`config.mk`:
```
export PLATFORM = sky130hd
export DESIGN_NAME = multicycle_controller
export DESIGN_NICKNAME = d
export VERILOG_FILES = /design/src/rtl/mips_mc_pkg.sv /design/src/rtl/mc_aludec.sv /design/src/rtl/multicycle_controller.sv
export SDC_FILE = /design/constraint.sdc
export NUM_CORES = 1
export LEC_CHECK = 0
export BUFFER_PORTS_ARGS = -buffer_cell sky130_fd_sc_hd__buf_2
export CORE_ASPECT_RATIO = 1.2
export CORE_MARGIN = 4
export CORE_UTILIZATION = 41
export CTS_BUF_LIST = sky130_fd_sc_hd__clkbuf_8 sky130_fd_sc_hd__clkbuf_16
export DETAILED_ROUTE_END_ITERATION = 6
export PLACE_DENSITY = 0.82
export SLEW_MARGIN = 20
export SYNTH_ARGS = -nofsm -noshare
export SYNTH_HDL_FRONTEND = slang
export SYNTH_SLANG_ARGS = --single-unit
export TNS_END_PERCENT = 1
```
`constraint.sdc`:
```
create_clock -name clk -period 1.35 [get_ports clk]
set_input_delay 0.135 -clock clk [delete_from_list [all_inputs] [get_ports clk]]
set_output_delay 0.135 -clock clk [all_outputs]
set_load 0.005 [all_outputs]
```
`src/rtl/mips_mc_pkg.sv`:
```
// mips_mc_pkg: shared types and constants for the multicycle MIPS controller
//   state_t  - FSM state encoding
//   OP_*     - supported opcodes (instruction[31:26])
//   FN_*     - supported R-type funct codes (instruction[5:0])
//   ALUC_*   - alucontrol encodings
//   aluop_t  - ALU operation class handed from the FSM to the ALU decoder
package mips_mc_pkg;

   typedef enum logic [3:0] {
      S_FETCH, S_DECODE, S_MEMADR, S_MEMRD, S_MEMWB, S_MEMWR, S_EXECUTE,
      S_ALUWB, S_BEQ, S_BNE, S_ADDIEX, S_ORIEX, S_IMMWB, S_JUMP
   } state_t;

   localparam logic [5:0] OP_RTYPE = 6'b000000;
   localparam logic [5:0] OP_LW    = 6'b100011;
   localparam logic [5:0] OP_SW    = 6'b101011;
   localparam logic [5:0] OP_BEQ   = 6'b000100;
   localparam logic [5:0] OP_BNE   = 6'b000101;
   localparam logic [5:0] OP_ADDI  = 6'b001000;
   localparam logic [5:0] OP_ORI   = 6'b001101;
   localparam logic [5:0] OP_J     = 6'b000010;

   localparam logic [5:0] FN_ADD = 6'b100000;
   localparam logic [5:0] FN_SUB = 6'b100010;
   localparam logic [5:0] FN_AND = 6'b100100;
   localparam logic [5:0] FN_OR  = 6'b100101;
   localparam logic [5:0] FN_SLT = 6'b101010;

   localparam logic [2:0] ALUC_ADD = 3'b010;
   localparam logic [2:0] ALUC_SUB = 3'b110;
   localparam logic [2:0] ALUC_AND = 3'b000;
   localparam logic [2:0] ALUC_OR  = 3'b001;
   localparam logic [2:0] ALUC_SLT = 3'b111;

   typedef enum logic [1:0] {ALUOP_ADD, ALUOP_SUB, ALUOP_FUNCT, ALUOP_OR} aluop_t;

   function automatic state_t decode_next(input logic [5:0] op);
      return (op == OP_LW || op == OP_SW) ? S_MEMADR :
             (op == OP_RTYPE)             ? S_EXECUTE :
             (op == OP_BEQ)               ? S_BEQ :
             (op == OP_BNE)               ? S_BNE :
             (op == OP_ADDI)              ? S_ADDIEX :
             (op == OP_ORI)               ? S_ORIEX :
             (op == OP_J)                 ? S_JUMP : S_FETCH;
   endfunction

   function automatic logic op_legal(input logic [5:0] op);
      return op inside {OP_RTYPE, OP_LW, OP_SW, OP_BEQ, OP_BNE, OP_ADDI, OP_ORI, OP_J};
   endfunction

endpackage

```
`src/rtl/mc_aludec.sv`:
```
// mc_aludec: maps aluop class plus funct to alucontrol
//   funct         in   R-type function field
//   aluop         in   operation class from the FSM
//   alucontrol    out  ALU operation select
//   funct_illegal out  funct is not decodable while aluop selects funct
module mc_aludec
   import mips_mc_pkg::*;
#(
   parameter int OP_W      = 6,
   parameter int ALUCTRL_W = 3
) (
   input  logic [OP_W-1:0]      funct,
   input  aluop_t               aluop,
   output logic [ALUCTRL_W-1:0] alucontrol,
   output logic                 funct_illegal
);

   logic [5:0] f;
   logic [2:0] fc;
   logic       fok;

   assign f = 6'(funct);

   always_comb begin
      fok = 1'b1;
      fc  = ALUC_ADD;
      case (f)
         FN_ADD:  fc = ALUC_ADD;
         FN_SUB:  fc = ALUC_SUB;
         FN_AND:  fc = ALUC_AND;
         FN_OR:   fc = ALUC_OR;
         FN_SLT:  fc = ALUC_SLT;
         default: fok = 1'b0;
      endcase
      alucontrol    = ALUCTRL_W'(aluop == ALUOP_SUB   ? ALUC_SUB :
                                 aluop == ALUOP_OR    ? ALUC_OR  :
                                 aluop == ALUOP_FUNCT ? fc       : ALUC_ADD);
      funct_illegal = (aluop == ALUOP_FUNCT) && !fok;
   end

endmodule

```
`src/rtl/multicycle_controller.sv`:
```
// multicycle_controller: Moore control FSM for the multicycle MIPS datapath
//   clk, reset            clock and asynchronous active-high reset
//   op, funct             instruction fields from the instruction register
//   zero                  ALU zero flag (branch resolution)
//   mem_ready             memory completed the current access this cycle
//   pcen .. alucontrol    datapath enables and mux selects
//   illegal_op            sticky flag for an undecodable op or funct
module multicycle_controller
   import mips_mc_pkg::*;
#(
   parameter int OP_W        = 6,
   parameter int ALUCTRL_W   = 3,
   parameter bit HAS_MEMWAIT = 1
) (
   input  logic                 clk,
   input  logic                 reset,
   input  logic [OP_W-1:0]      op,
   input  logic [OP_W-1:0]      funct,
   input  logic                 zero,
   input  logic                 mem_ready,
   output logic                 pcen,
   output logic                 iord,
   output logic                 memwrite,
   output logic                 irwrite,
   output logic                 regdst,
   output logic                 memtoreg,
   output logic                 regwrite,
   output logic                 alusrca,
   output logic [1:0]           alusrcb,
   output logic                 immzext,
   output logic [1:0]           pcsrc,
   output logic [ALUCTRL_W-1:0] alucontrol,
   output logic                 illegal_op
);

   state_t     state, nxt;
   aluop_t     aluop;
   logic [5:0] o;
   logic       mr, pcwrite, branch, bne_br, irw, mw, rw, funct_illegal;

   assign o  = 6'(op);
   assign mr = HAS_MEMWAIT ? mem_ready : 1'b1;

   mc_aludec #(.OP_W(OP_W), .ALUCTRL_W(ALUCTRL_W)) u_aludec (
      .funct        (funct),
      .aluop        (aluop),
      .alucontrol   (alucontrol),
      .funct_illegal(funct_illegal)
   );

   always_comb begin
      nxt = S_FETCH;
      case (state)
         S_FETCH:   nxt = mr ? S_DECODE : S_FETCH;
         S_DECODE:  nxt = decode_next(o);
         S_MEMADR:  nxt = (o == OP_LW) ? S_MEMRD : (o == OP_SW) ? S_MEMWR : S_FETCH;
         S_MEMRD:   nxt = mr ? S_MEMWB : S_MEMRD;
         S_MEMWR:   nxt = mr ? S_FETCH : S_MEMWR;
         S_EXECUTE: nxt = funct_illegal ? S_FETCH : S_ALUWB;
         S_ADDIEX:  nxt = S_IMMWB;
         S_ORIEX:   nxt = S_IMMWB;
         default:   nxt = S_FETCH;
      endcase
   end

   always_comb begin
      iord     = 1'b0;
      regdst   = 1'b0;
      memtoreg = 1'b0;
      alusrca  = 1'b0;
      alusrcb  = 2'b00;
      immzext  = 1'b0;
      pcsrc    = 2'b00;
      aluop    = ALUOP_ADD;
      pcwrite  = 1'b0;
      branch   = 1'b0;
      bne_br   = 1'b0;
      irw      = 1'b0;
      mw       = 1'b0;
      rw       = 1'b0;
      case (state)
         S_FETCH: begin
            alusrcb = 2'b01;
            irw     = mr;
            pcwrite = mr;
         end
         S_DECODE:  alusrcb = 2'b11;
         S_MEMADR: begin
            alusrca = 1'b1;
            alusrcb = 2'b10;
         end
         S_MEMRD:   iord = 1'b1;
         S_MEMWB: begin
            memtoreg = 1'b1;
            rw       = 1'b1;
         end
         S_MEMWR: begin
            iord = 1'b1;
            mw   = 1'b1;
         end
         S_EXECUTE: begin
            alusrca = 1'b1;
            aluop   = ALUOP_FUNCT;
         end
         S_ALUWB: begin
            regdst = 1'b1;
            rw     = 1'b1;
         end
         S_BEQ: begin
            alusrca = 1'b1;
            aluop   = ALUOP_SUB;
            pcsrc   = 2'b01;
            branch  = 1'b1;
         end
         S_BNE: begin
            alusrca = 1'b1;
            aluop   = ALUOP_SUB;
            pcsrc   = 2'b01;
            bne_br  = 1'b1;
         end
         S_ADDIEX: begin
            alusrca = 1'b1;
            alusrcb = 2'b10;
         end
         S_ORIEX: begin
            alusrca = 1'b1;
            alusrcb = 2'b10;
            aluop   = ALUOP_OR;
            immzext = 1'b1;
         end
         S_IMMWB:   rw = 1'b1;
         S_JUMP: begin
            pcsrc   = 2'b10;
            pcwrite = 1'b1;
         end
         default: ;
      endcase
   end

   // Write strobes are gated by reset so a mid-instruction reset kills them at once
   assign pcen     = ~reset & (pcwrite | (branch & zero) | (bne_br & ~zero));
   assign memwrite = ~reset & mw;
   assign irwrite  = ~reset & irw;
   assign regwrite = ~reset & rw;

   always_ff @(posedge clk or posedge reset) begin
      if (reset) begin
         state      <= S_FETCH;
         illegal_op <= 1'b0;
      end else begin
         state <= nxt;
         if ((state == S_DECODE && !op_legal(o)) || (state == S_EXECUTE && funct_illegal))
            illegal_op <= 1'b1;
      end
   end

endmodule

```
# Yosys cells after proc, flatten, opt, wreduce, memory -nomap -nowiden

Index checks and enable logic that the tools add are counted.

Flip-flop bits (word level): 5
Input bits: 16

Mux-type cells: 33
Eq/ne operators: 28
Bitwise operators: 10
Reductions and logical operators: 17

Operator list:

| cell                                                                  | number |
|---|---|
| 6-bit equality test, second input constant                            | 7 |
| 4-bit two-way mux                                                     | 7 |
| 4-bit case mux with 7 select lines                                    | 1 |
| 4-bit equality test, second input constant                            | 6 |
| 3-bit two-way mux                                                     | 8 |
| 4-bit by 3-bit equality test with 1-bit output, second input constant | 4 |
| 6-bit by 3-bit equality test with 1-bit output, second input constant | 2 |
| 6-bit by 4-bit equality test with 1-bit output, second input constant | 2 |
| 1-bit two-way mux                                                     | 12 |
| 2-bit case mux with 3 select lines                                    | 2 |
| 3-bit case mux with 4 select lines                                    | 1 |
| 4-bit by 2-bit equality test with 1-bit output, second input constant | 2 |
| 8-bit nonzero test                                                    | 1 |
| 1-bit bitwise AND                                                     | 6 |
| 6-bit by 2-bit equality test with 1-bit output, second input constant | 1 |
| 6-bit zero test                                                       | 1 |
| 2-bit OR reduction                                                    | 3 |
| 3-bit OR reduction                                                    | 2 |
| 6-bit OR reduction                                                    | 1 |
| 5-bit OR reduction                                                    | 1 |
| 2-bit equality test, second input constant                            | 2 |
| 4-bit by 1-bit equality test with 1-bit output, second input constant | 1 |
| 4-bit zero test                                                       | 1 |
| 2-bit case mux with 2 select lines                                    | 1 |
| other kinds (7)                                                       | 13 |

# Depth between registers and ports, before layout

Depth in word-level cells: 9
Mapped depth: 5
Mapped depth without buffers: 4

# Cells and area by module

A second synthesis with hierarchy kept.

Cells, all modules: 105
Area total of the unflattened synthesis: 733.2 um^2

By module, submodules not included:

| module                | area an instance (um^2) | cells each | seq. area each (um^2) | times used |
|---|---|---|---|---|
| multicycle_controller | 623.1                   | 90         | 125.1                 | 1 |
| mc_aludec             | 110.1                   | 15         | 0.0                   | 1 |

# Worst setup path before layout

Ideal clock, no wire load.

Path kind: reg2out
Start: register state[3]
End: output alucontrol[1]
Buffers on the path: 1
Slack: -0.068 ns
Stages on the path, launching flop included: 6
Required time: 1.215 ns
Arrival time: 1.283 ns
Path through: dfrtp_1 buf_2 nand2b_1 nor3b_1 a32o_1 nand2_1

Longest elaborated chain between the ends: 7
Elaborated cells on any way between the ends: 12
Classes of those cells: eq/ne: 7; mux: 4; reduce/logical: 1

Ends and longest elaborated chain:

| item                                   | line                         | RTL |
|---|---|---|
| from (decl)                            | multicycle_controller.sv:36  | `state_t state, nxt;` |
| from (signal assigned)                 | multicycle_controller.sv:151 | `state <= nxt;` |
| 4-bit equality test                    | multicycle_controller.sv:81  | `case (state)` |
| 2-bit OR reduction (no line)           | --                           |  |
| 2-bit case mux with 3 select lines (*) | multicycle_controller.sv:81  |  |
| 2-bit equality test                    | mc_aludec.sv:37              | `aluop == ALUOP_FUNCT ? fc : ALUC_ADD);` |
| 3-bit two-way mux                      | mc_aludec.sv:37              |  |
| 3-bit two-way mux                      | mc_aludec.sv:36              | `aluop == ALUOP_OR ? ALUC_OR :` |
| 3-bit two-way mux (*)                  | mc_aludec.sv:35              | `alucontrol = ALUCTRL_W'(aluop == ALUOP_SUB ? ALUC_SUB :` |
| to (decl)                              | multicycle_controller.sv:32  | `output logic [ALUCTRL_W-1:0] alucontrol,` |

Mark *: on every way between the ends. The rest lies on a longest branch, timed or not.

# Worst setup path after layout

Start: register state[2]
End: output pcen

Longest elaborated chain between the ends: 6
Elaborated cells on any way between the ends: 12
Classes of those cells: eq/ne: 3; mux: 3; bitwise: 5; reduce/logical: 1

Ends and longest elaborated chain:

| item                  | line                         | RTL |
|---|---|---|
| 4-bit equality test   | multicycle_controller.sv:81  |  |
| 1-bit two-way mux     | multicycle_controller.sv:81  |  |
| 1-bit bitwise AND     | multicycle_controller.sv:141 | `assign pcen = ~reset & (pcwrite \| (branch & zero) \| (bne_br & ~zero));` |
| 1-bit bitwise OR      | multicycle_controller.sv:141 |  |
| 1-bit bitwise OR (*)  | multicycle_controller.sv:141 |  |
| 1-bit bitwise AND (*) | multicycle_controller.sv:141 |  |
| to (decl)             | multicycle_controller.sv:21  | `output logic pcen,` |

Marked as above.

==> reports/metrics.yaml <==
met1_length_um: 932
initial_core_util_pct: 44.0
cp_max_fo: 9
fillers: 125
critPathSlowestCell: "dfrtp_1"
arrival_ps: 1490
ys_warn_count: 0
crit_path_max_incr_delay_ps: 410
tightest_slew_ps: 310
register_area_um2: 125
synth_seq_cells: 5
synth_edf_count: 0
final_nets: 164
net-switching-power_uw: 249
drt_iter0_drc: 31
synth.top_cell.area_share_pct: 17.3
synth_top_flop_cell: "dfrtp_1"
highest_layer: "met4"
cts.clk_slew.worst_paths_ps: 40
fmax_mhz: 617
gp_congestion: 0.895
firstDrtPassIters: 4
critPathBufInv: 2
syn_inst: 98
synth.distinct_cells: 39
synth_area_leaders: "dfrtp_1, nor2b_1, nor2_1, nand2b_1, nor3b_1"
drt_wl_total_mm: 2.72
met2_length_mm: 1.52
path_cells: "buf_6 > nand2b_4 > xnor2_1 > a21oi_1 > nor3_1 > buf_2"
syn_avg_cell_area_um2: 7.37
coreArea_mm2: 0.00164
ir_worst_vdd_uv: 548
worstSkewPairLatency_ps: 230
p_leak_uw: 0.000559
finClkSkew_ps: 2.38
cp.required_ps: 1220
ys_seq_area_share_pct: 17.3
die_height_um: 54.0
h-tree-depth: 1
dpl.hpwl_mm: 1.77
powerDensity_mw_per_mm2: 635
grt_max_degree: 14
cts_buffers: 3
avgRoutedWirePerCell_um: 16.5
via_count: 981
io_buffer_count: 32
clock_power_share_pct: 37.1
startpoint_type: "register"
die_x_um: 46.3
grt_pass1_vias: 922
setup_viol: 15
timing.slew.headroom_pct: 79.3
intPower_uw: 513
drc: 0
synth_nets: 114
timing.final.crit_share_pct: 120
wl_met3_um: 157
syn2layout_area_growth_pct: 66.4
maxCapViolCount: 0
grt_antenna_before_repair: 0
combPwrFrac_pct: 41.2
async_flop_share_pct: 100
ant_nets: 0
critical-path-top-delay-family: "flip-flops"
cts_sinks: 5
cts_tree: "done"
fp-row-count: 16
outcome: "finished with violations"
grt_usage_pct: 21.0
viasPerCell: 5.95
yosysTopAreaCell: "dfrtp_1"
hp-class: "in -> reg"
hold_ws_ps: 205
p_total_uw: 762
clock-root-buffer: "clkbuf_8"
num_io_pins: 33
design.die.area_mm2: 0.00250
hold_violations: 0
fin_crit_ps: 1620
layout-drive-gt1-share_pct: 54.4
seq_power_share_pct: 21.7
setup_slack_ps: -270
fin_cells: 165
rsz0062_at_grt: "yes"
maxSlewViolCount: 0
overflow: 0
clockBufferDepth: 2
switching_share_pct: 32.7
crit_type: "reg -> out"
placedCellCount: 157
grt_first_pass_wirelength_mm: 3.78
multi_input_area_um2: 662
cp-end-kind: "output pin"
synth_area_um2: 722
failed_checks: "negative setup slack"
diodes: 0
==> power by group through the flow <==
stage / Clock [uW] / Combinational (uW) / Sequential [uW]
floorplan: 0 / 131 / 166
global placement: 0 / 238 / 164
detailed placement: 0 / 247 / 165
CTS: 284 / 279 / 163
global route: 288 / 337 / 166
finish: 283 / 314 / 165
==> synth_stat cells, types with 2 or more instances <==
library cell	instances
nand3_1	4
or2_1	3
a32o_1	2
buf_2	4
nor2b_1	7
nand2b_1	6
o31ai_1	3
nor2_1	11
dfrtp_1	5
nor3_1	4
inv_1	2
mux2i_1	2
nor3b_1	5
a21oi_1	3
xnor2_1	3
nand2_1	6
o21ai_0	2
clkbuf_1	2
nand3b_1	4
==> metrics by stage <==
step	area, um2	setup TNS (ps)	utilization, %	setup WS [ps]
floorplan	727	0	-	9.79
global placement	995	0	60.6	6.55
detailed placement	995	-152	60.6	-79.4
CTS	1140	-1340	69.5	-187
global route	1200	-2550	73.2	-353
finish	1200	-1480	73.2	-270
==> what timing repair did <==
item	in CTS	in global routing
gates resized for setup	15	17
buffers inserted	3	0
cloned	0	0
hold buffers	1	0
pin swaps	7	3
endpoints found under the setup margin	15	19
hold endpoints to repair	5	0
==> worst paths after layout <==
check | startpoint | to | slack [ps] | cells past startpoint
worst min-delay path | op[4] | state[1] | 210 | 2
max in group asynchronous | reset | state[3] | 750 | 3
worst max-delay path | state[2] | pcen | -270 | 6
min in group asynchronous | reset | state[0] | 430 | 3
worst min register to register | illegal_op | illegal_op | 490 | 1
worst max register to register | state[2] | state[0] | -60 | 5
==> registers in the layout, summed over array words and instances, names as in the netlist <==
signal      flops
illegal_op      1
state           4
==> cells by family after synthesis <==
group                     synth area share (%)
buffers and inverters                     4.85
xor gates and xnor gates                  4.85
and+or+nand+nor                           48.0
muxes                                     2.77
AOI/OAI and AO/OA                         22.2
DFF                                       17.3
==> layout by cell type (no fill, tap or decap), drive strengths merged, types with 4 or more instances in the layout <==
| master | count |
|---|---|
| nor3 | 4 |
| nand3 | 4 |
| nand2b | 6 |
| nor3b | 5 |
| nor2 | 11 |
| nand3b | 4 |
| buf | 50 |
| dfrtp | 5 |
| nand2 | 6 |
| nor2b | 7 |
==> cell type report <==
cell class | count | share of cell area (%)
Clock inverter | 1 | 0.313
Sequential cell | 5 | 10.4
Inverter | 2 | 0.625
Tap cell | 18 | 1.88
Timing Repair Buffer | 51 | 28.2
Clock buffer | 3 | 3.44
Multi-Input combinational cell | 85 | 55.1
==> layer usage <==
layer,track usage [%],vias up
met5,0,-
met4,11.4,0
met3,1.67,9
met2,42.7,48
met1,19.3,464
li1,-,460
Note: power is estimated with default switching activity, not from simulation.
